<file path="config.mk">
export PLATFORM = sky130hd
export DESIGN_NAME = inst_fetch_stage
export DESIGN_NICKNAME = d
export VERILOG_FILES = /design/src/rtl/inst_fetch_stage.sv
export SDC_FILE = /design/constraint.sdc
export NUM_CORES = 1
export LEC_CHECK = 0
export ABC_CLOCK_PERIOD_IN_PS = 5300
export BUFFER_PORTS_ARGS = -buffer_cell sky130_fd_sc_hd__buf_2
export CAP_MARGIN = 25
export CORE_ASPECT_RATIO = 0.8
export CORE_MARGIN = 1
export CORE_UTILIZATION = 31
export DETAILED_ROUTE_END_ITERATION = 10
export PLACE_DENSITY = 0.53
export SLEW_MARGIN = 0
export SYNTH_ARGS = -nofsm -noshare
export SYNTH_HDL_FRONTEND = slang
export SYNTH_SLANG_ARGS = --single-unit
</file>
<file path="constraint.sdc">
create_clock -name clk -period 5.3 [get_ports clk]
set_clock_uncertainty 0.2 [all_clocks]
set_input_delay 0.53 -clock clk [delete_from_list [all_inputs] [get_ports clk]]
set_output_delay 0.53 -clock clk [all_outputs]
set_load 0.005 [all_outputs]
</file>
<file path="src/rtl/inst_fetch_stage.sv">
// inst_fetch_stage
//   Owns the program counter, issues word fetches over a req/ready handshake,
//   and buffers returned words in a 2-entry queue whose head feeds IF/ID.
//   A taken branch from EX flushes the queue and redirects fetch. If a fetch
//   is in flight at that point, its returning word is dropped.
// Ports:
//   clk, rst                  clock, synchronous active-low reset
//   freeze                    stall from the hazard unit (head is not consumed)
//   branch_taken, branch_addr redirect from EX
//   imem_req/imem_addr        fetch request to instruction memory
//   imem_ready/imem_rdata     response strobe and fetched word
//   instruction_IF, pc_IF     queue head word and head address + 4 (0 when empty)
//   inst_valid                queue non-empty
module inst_fetch_stage #(
  parameter logic [31:0] RESET_PC = 32'h0000_0000,
  parameter int          QDEPTH   = 2
) (
  input  logic        clk,
  input  logic        rst,
  input  logic        freeze,
  input  logic        branch_taken,
  input  logic [31:0] branch_addr,
  output logic        imem_req,
  output logic [31:0] imem_addr,
  input  logic        imem_ready,
  input  logic [31:0] imem_rdata,
  output logic [31:0] instruction_IF,
  output logic [31:0] pc_IF,
  output logic        inst_valid
);

  localparam logic [2:0] QD = 3'(QDEPTH);

  typedef struct packed {
    logic [31:0] word;
    logic [31:0] addr;
  } qent_t;

  qent_t       q_mem [2];
  logic [31:0] fetch_pc_q, fetch_pc_d;
  logic [31:0] req_addr_q;               // address of the fetch currently in flight
  logic        out_q, out_d;             // request issued, response not yet seen
  logic        disc_q, disc_d;           // in-flight response must be dropped
  logic        rd_ptr_q, rd_ptr_d;
  logic        wr_ptr_q, wr_ptr_d;
  logic [1:0]  cnt_q, cnt_d;
  logic        resp, push, pop;
  qent_t       head;

  // A new request starts only when a queue slot is guaranteed for its word;
  // an in-flight request (out_q) keeps req high until its response.
  always_comb begin
    imem_req  = rst & (out_q | ((3'(cnt_q) + 3'(out_q & ~disc_q)) < QD));
    // Hold the issued address while waiting, even if a branch moves fetch_pc.
    imem_addr = out_q ? req_addr_q : fetch_pc_q;
  end

  always_comb begin
    resp = imem_req & imem_ready;
    push = resp & ~disc_q & ~branch_taken;
    pop  = inst_valid & ~freeze & ~branch_taken;
  end

  always_comb begin
    fetch_pc_d = fetch_pc_q;
    out_d      = imem_req & ~imem_ready;
    disc_d     = disc_q;
    rd_ptr_d   = rd_ptr_q;
    wr_ptr_d   = wr_ptr_q;
    cnt_d      = cnt_q;
    if (branch_taken) begin
      fetch_pc_d = branch_addr;
      // Anything still in flight after this edge belongs to the old path.
      disc_d     = imem_req & ~imem_ready;
      rd_ptr_d   = 1'b0;
      wr_ptr_d   = 1'b0;
      cnt_d      = 2'd0;
    end else begin
      if (resp) disc_d = 1'b0;
      if (push) begin
        fetch_pc_d = fetch_pc_q + 32'd4;
        wr_ptr_d   = ~wr_ptr_q;
      end
      if (pop) rd_ptr_d = ~rd_ptr_q;
      cnt_d = cnt_q + 2'(push) - 2'(pop);
    end
  end

  always_ff @(posedge clk) begin
    if (!rst) begin
      fetch_pc_q <= RESET_PC;
      req_addr_q <= RESET_PC;
      out_q      <= 1'b0;
      disc_q     <= 1'b0;
      rd_ptr_q   <= 1'b0;
      wr_ptr_q   <= 1'b0;
      cnt_q      <= 2'd0;
    end else begin
      fetch_pc_q <= fetch_pc_d;
      req_addr_q <= imem_addr;
      out_q      <= out_d;
      disc_q     <= disc_d;
      rd_ptr_q   <= rd_ptr_d;
      wr_ptr_q   <= wr_ptr_d;
      cnt_q      <= cnt_d;
    end
  end

  // Queue storage needs no reset; entries are only visible when counted.
  always_ff @(posedge clk) begin
    if (push) q_mem[wr_ptr_q] <= '{word: imem_rdata, addr: fetch_pc_q};
  end

  always_comb begin
    head           = q_mem[rd_ptr_q];
    inst_valid     = (cnt_q != 2'd0);
    instruction_IF = inst_valid ? head.word : 32'd0;
    pc_IF          = inst_valid ? head.addr + 32'd4 : 32'd0;
  end

endmodule
</file>
# After elaboration in Yosys (flattened, before gate mapping)
# Memories as Yosys holds them, arrays and structs flattened. A register that Yosys moved wholly into a read port is not among the register bits.
# Index checks and enable logic that the tools add are counted.
# Widths: inputs -> output; s select.
op_classes:
  n_addsub: 5
  n_lt_le_gt_ge: 1
  mux: 11
  bitwise_logic: 17
  n_reduce_logical: 4
op_table:
  columns: ["op", "count"]
  rows:
  - ["$mux 32", 5]
  - ["$add 32x3->32 const B", 2]
  - ["$and 1x1->1", 7]
  - ["$not 1->1", 7]
  - ["$mux 1", 6]
  - ["$reduce_bool 2->1", 3]
  - ["$add 2x3->3", 1]
  - ["$and 1x3->3", 1]
  - ["$lt 3x2->1 const B", 1]
  - ["$not 1->3", 1]
  - ["$add 2x1->2", 1]
  - ["$reduce_or 2->1", 1]
  - ["$sub 2x1->2", 1]
  - ["$or 1x1->1", 1]
totals:
  ff_bits: 70
  ramBits: 128
  input_bits: 69
  output_inout_bits: 98
  mem_count: 1
mem_list:
  columns: ["name", "words", "width", "rd", "rd_ports_with_merged_regs", "wr", "line", "text"]
  rows:
  - ["q_mem", 2, 64, 1, 1, 1, "39", "qent_t q_mem [2];"]

# Longest topological paths before layout
depth:
  word_depth: 11
  depth_mapped: 12

# Least setup slack after synthesis
# No wires, ideal clock.
synth_timing:
  path_kind: "input -> register"
  start: "input port rst"
  end: "memory q_mem[0][0] in the netlist's numbering, enable pin"
  arrival_ps: 3934
  required_time_ps: 4614
  path_slack_ps: 680
  cell_stages: 4
  cell_sequence: "clkbuf_1 > nand4b_1 > nand2b_1 > nor2_1"
synth_between:
  elab_chain_len: 6
synth_rtl:
  columns: ["item", "line", "text"]
  rows:
  - ["start, declared", "19", "input logic rst,"]
  - ["$and 1x1->1", "53", "imem_req = rst & (out_q | ((3'(cnt_q) + 3'(out_q & ~disc_q)) < QD));"]
  - ["$and 1x1->1", "59", "resp = imem_req & imem_ready;"]
  - ["$and 1x1->1 (2 in a row)", "60", "push = resp & ~disc_q & ~branch_taken;"]
  - ["$mux 1", "111", "if (push) q_mem[wr_ptr_q] <= '{word: imem_rdata, addr: fetch_pc_q};"]
  - ["$mux 1 (not written as such)", "111", null]
  - ["end, declared", "39", null]
# No other way between the ends.

==> summary.md <==
| Metric | Value |
|---|---|
| CP Max Fanout | 70 |
| Via density per instance | 4.79 |
| Cell area after synthesis | 8880 um2 |
| Post-DRT Antenna Nets | 0 |
| Worst-path clk slew | 0.07 ns |
| CTS-repair resized insts | 0 |
| Critical path's top delay family | flip-flops |
| Yosys cell types | 51 |
| Cells after Synth | 756 |
| DRC | 0 |
| # hold bufs at CTS | 0 |
| Actual slew at the worst max-slew pin | 0.938 ns |
| Hold crit path type | input pin to flip-flop |
| Top cells by area, synth | edfxtp_1 43%, dfxtp_1 16%, mux2i_1 6.1% |
| Initial Util | 31.5% |
| Slowest-stage cell, CP | dfxtp_4 |
| FMAX | 234 MHz |
| Post CTS Setup Buffer Count | 0 |
| Rows | 55 |
| Post-synth top area share | 43.3% |
| Die X | 191 um |
| Total Routing Usage GR | approximately 15% |
| Share of cells above drive strength 1 | 27.2% |
| Data required time of the worst path | 4.57 ns |
| Final setup margin | 1.03 ns |
| Leakage | 3.88 nW |
| Vias post-DR | 6166 |
| Post-synthesis area per instance | between 10 and 15 um2 |
| CP endpoint kind | output pin |
| Peak supply drop | just over 0.2 mV |
| Synthesis-stage register bit count | 199 |
| Relative slew slack | a little under two fifths |
| Gr ovfl total | 0 |
| IO Pins | 167 |
| Hold path start | imem_rdata[25] |
| Final Hold Vio Count | 0 |
| Fin cells | 1287 |
| Drt pass-1 iters | 4 |
| CTS tree | done |
| Synth Net Count | 829 |
| RSZ-0062 raised after global routing | no |
| Post-route setup TNS | 0 ns |
| Ys flop type | edfxtp_1 |
| Final WL | about 22 mm |
| Placement Setup Slack | 1.46 ns |
| Drt initial violations | 280 |
| Leading area contributor after synthesis | edfxtp_1 |
| Die Ht | 153 um |
| First-pass GRT wire length | 33.2 mm |
| Crit path kind | flip-flop to output pin |
| Max Root-Sink Buffers | 2 |
| EDFF count, synth | 128 |
| Worst EP arrival | roughly 3.5 ns |
| DR WL/cell | 17.1 um |
| FF-to-FF Start | cnt_q[1]$_SDFF_PP0_ |
| Root buffer cell | clkbuf_16 |
| Largest net degree at the start of global routing | 71 |
| Port Buf Inserts | 166 |
| Worst-path cell chain | mux2_2 > ha_1 > a21boi_1 > nand3_1 > or3b_1 > a211oi_1 > buf_2 |
| Final #Nets | 977 |
| Synthesis Warnings | 0 |
| H-tree level count | 4 |
| Post-Place Cells | 1255 |
| # clock sinks | 199 |
| Max-cap viol count | 0 |
| Vias in the first global route | 5643 |
| Initial antenna violation count | 0 |
| Crit start category | flip-flop |
| Part of the cycle the worst path needs | about four fifths |
| Slew Limit Fails | 0 |
| GP Congestion | 0.764 |
| CP Buf/Inv Count | 1 |
| Setup-failing EPs final | 0 |
| Die area | between 20000 and 30000 um2 |
| Final HPWL DP | 15.4 mm |
| Core area | ~28000 um2 |
| Period minus WS final | 4.27 ns |
| Status | complete, no violations |
| Register area share after synthesis | 59.3% |
| Later-pin clock latency in the skew report | 0.43 ns |
| Diodes inserted | 0 |
| Num CTS Buffers | 17 |
| Async SR Flop Fraction | 0% |
| CP max stage delay | ~0.9 ns |
| Area Growth Syn to Fin | 19.7% |
| Pwr dens | 303 nW/um2 |
[synth_stat cells, types with 3 or more instances]
master and n:
and4_1 4, dfxtp_1 71, xor2_1 8, edfxtp_1 128
nand2_1 41, o21ai_0 42, nor2b_1 5, nand3b_1 5
a21oi_1 36, nand2b_1 5, and3_1 4, ha_1 4
nand4_1 18, buf_4 3, nand4b_1 6, buf_2 9
a31oi_1 4, xnor2_1 35, o31a_1 3, nor2_1 62
nand3_1 21, mux2i_1 54, mux2_2 37, nor3_1 12
inv_1 13, and2_1 37, clkbuf_1 29, nor4_1 19
o211a_1 4, or3_1 10
[kinds of logic (layout without fill, tap and decap cells)]
kind of cell | after synthesis | after routing | share of synthesized area, %
buffers and inverters | 58 | 219 | 2.87
AND/OR/NAND/NOR | 257 | 257 | 15.3
multiplexers | 91 | 91 | 10.8
flip-flops | 199 | 199 | 59.3
XOR/XNOR | 43 | 43 | 4.24
AO/OA/AOI/OAI | 104 | 104 | 6.92
adder cells (fa/ha/maj) | 4 | 4 | 0.564
[state kept, by name (all words and copies together) (netlist names), named ones only]
| name | count |
|---|---|
| wr_ptr_q | 1 |
| cnt_q | 2 |
| out_q | 1 |
| disc_q | 1 |
| req_addr_q | 32 |
| q_mem | 128 |
| fetch_pc_q | 32 |
| rd_ptr_q | 1 |
[final timing paths]
kind	depth (start not counted)	slack [ns]	end
setup / recovery	7	1.03	pc_IF[24]
hold / removal	1	0.08	q_mem[0][57]$_DFFE_PP_
setup reg to reg	5	2.51	q_mem[0][33]$_DFFE_PP_
hold reg to reg	0	0.29	q_mem[1][0]$_DFFE_PP_
[cell type report]
cell class | instances | area [um2]
inverters | 13 | 48.8
clock inverters | 11 | 126
flip-flops and latches | 199 | 5270
repair buffers | 174 | 903
clock buffers | 21 | 440
multi-input cells | 499 | 3380
well taps | 370 | 463
fillers | 2832 | 17600
[metrics by stage]
stage,area [um2],hold WS (ns),total power [mW],util [%]
6_report,10600,0.0818,3.22,37.7
5_1_grt,10600,0.0582,3.35,37.7
4_1_cts,10600,0.0589,3.26,37.7
3_5_place_dp,10100,0.280,1.99,35.7
3_3_place_gp,10100,0.270,1.99,35.7
2_1_floorplan,8880,0.243,1.89,-
[layout by cell type, fill, tap and decap left out, drive strengths merged, types with 6 or more instances in the layout]
cell type | netlist | final
nand2 | 41 | 41
inv | 13 | 15
a21oi | 37 | 37
nand3 | 22 | 22
or3 | 11 | 11
o21ai | 42 | 42
dfxtp | 71 | 71
buf | 16 | 174
nor4 | 19 | 19
nor3 | 12 | 12
xor2 | 8 | 8
and2 | 37 | 37
nand4b | 6 | 6
clkbuf | 29 | 21
nor2 | 62 | 62
mux2 | 37 | 37
xnor2 | 35 | 35
edfxtp | 128 | 128
nand4 | 18 | 18
mux2i | 54 | 54
[worst register-to-register path, cell delays in order (launching register included)]
cell and delay (ns):
dfxtp_1 0.36, nand2b_1 0.21, nand4b_1 0.29, nand2b_1 0.36, nor2_4 0.54, buf_4 0.47
[metal layers]
layer  vias to the layer above  part of all wire (%)  track usage [%]
met5                         -                     0                0
met3                        10                   5.5             3.47
met1                      2936                    53             23.1
li1                       3056                     -                -
met2                       164                    41             20.7
met4                         0                  0.87             3.51
[report_power, final]
group | internal (mW) | switching (mW)
Sequential | 1.70 | 0.0475
Clock | 0.697 | 0.570
Combinational | 0.0975 | 0.111
No activity file was read; power rests on OpenSTA's default activity.
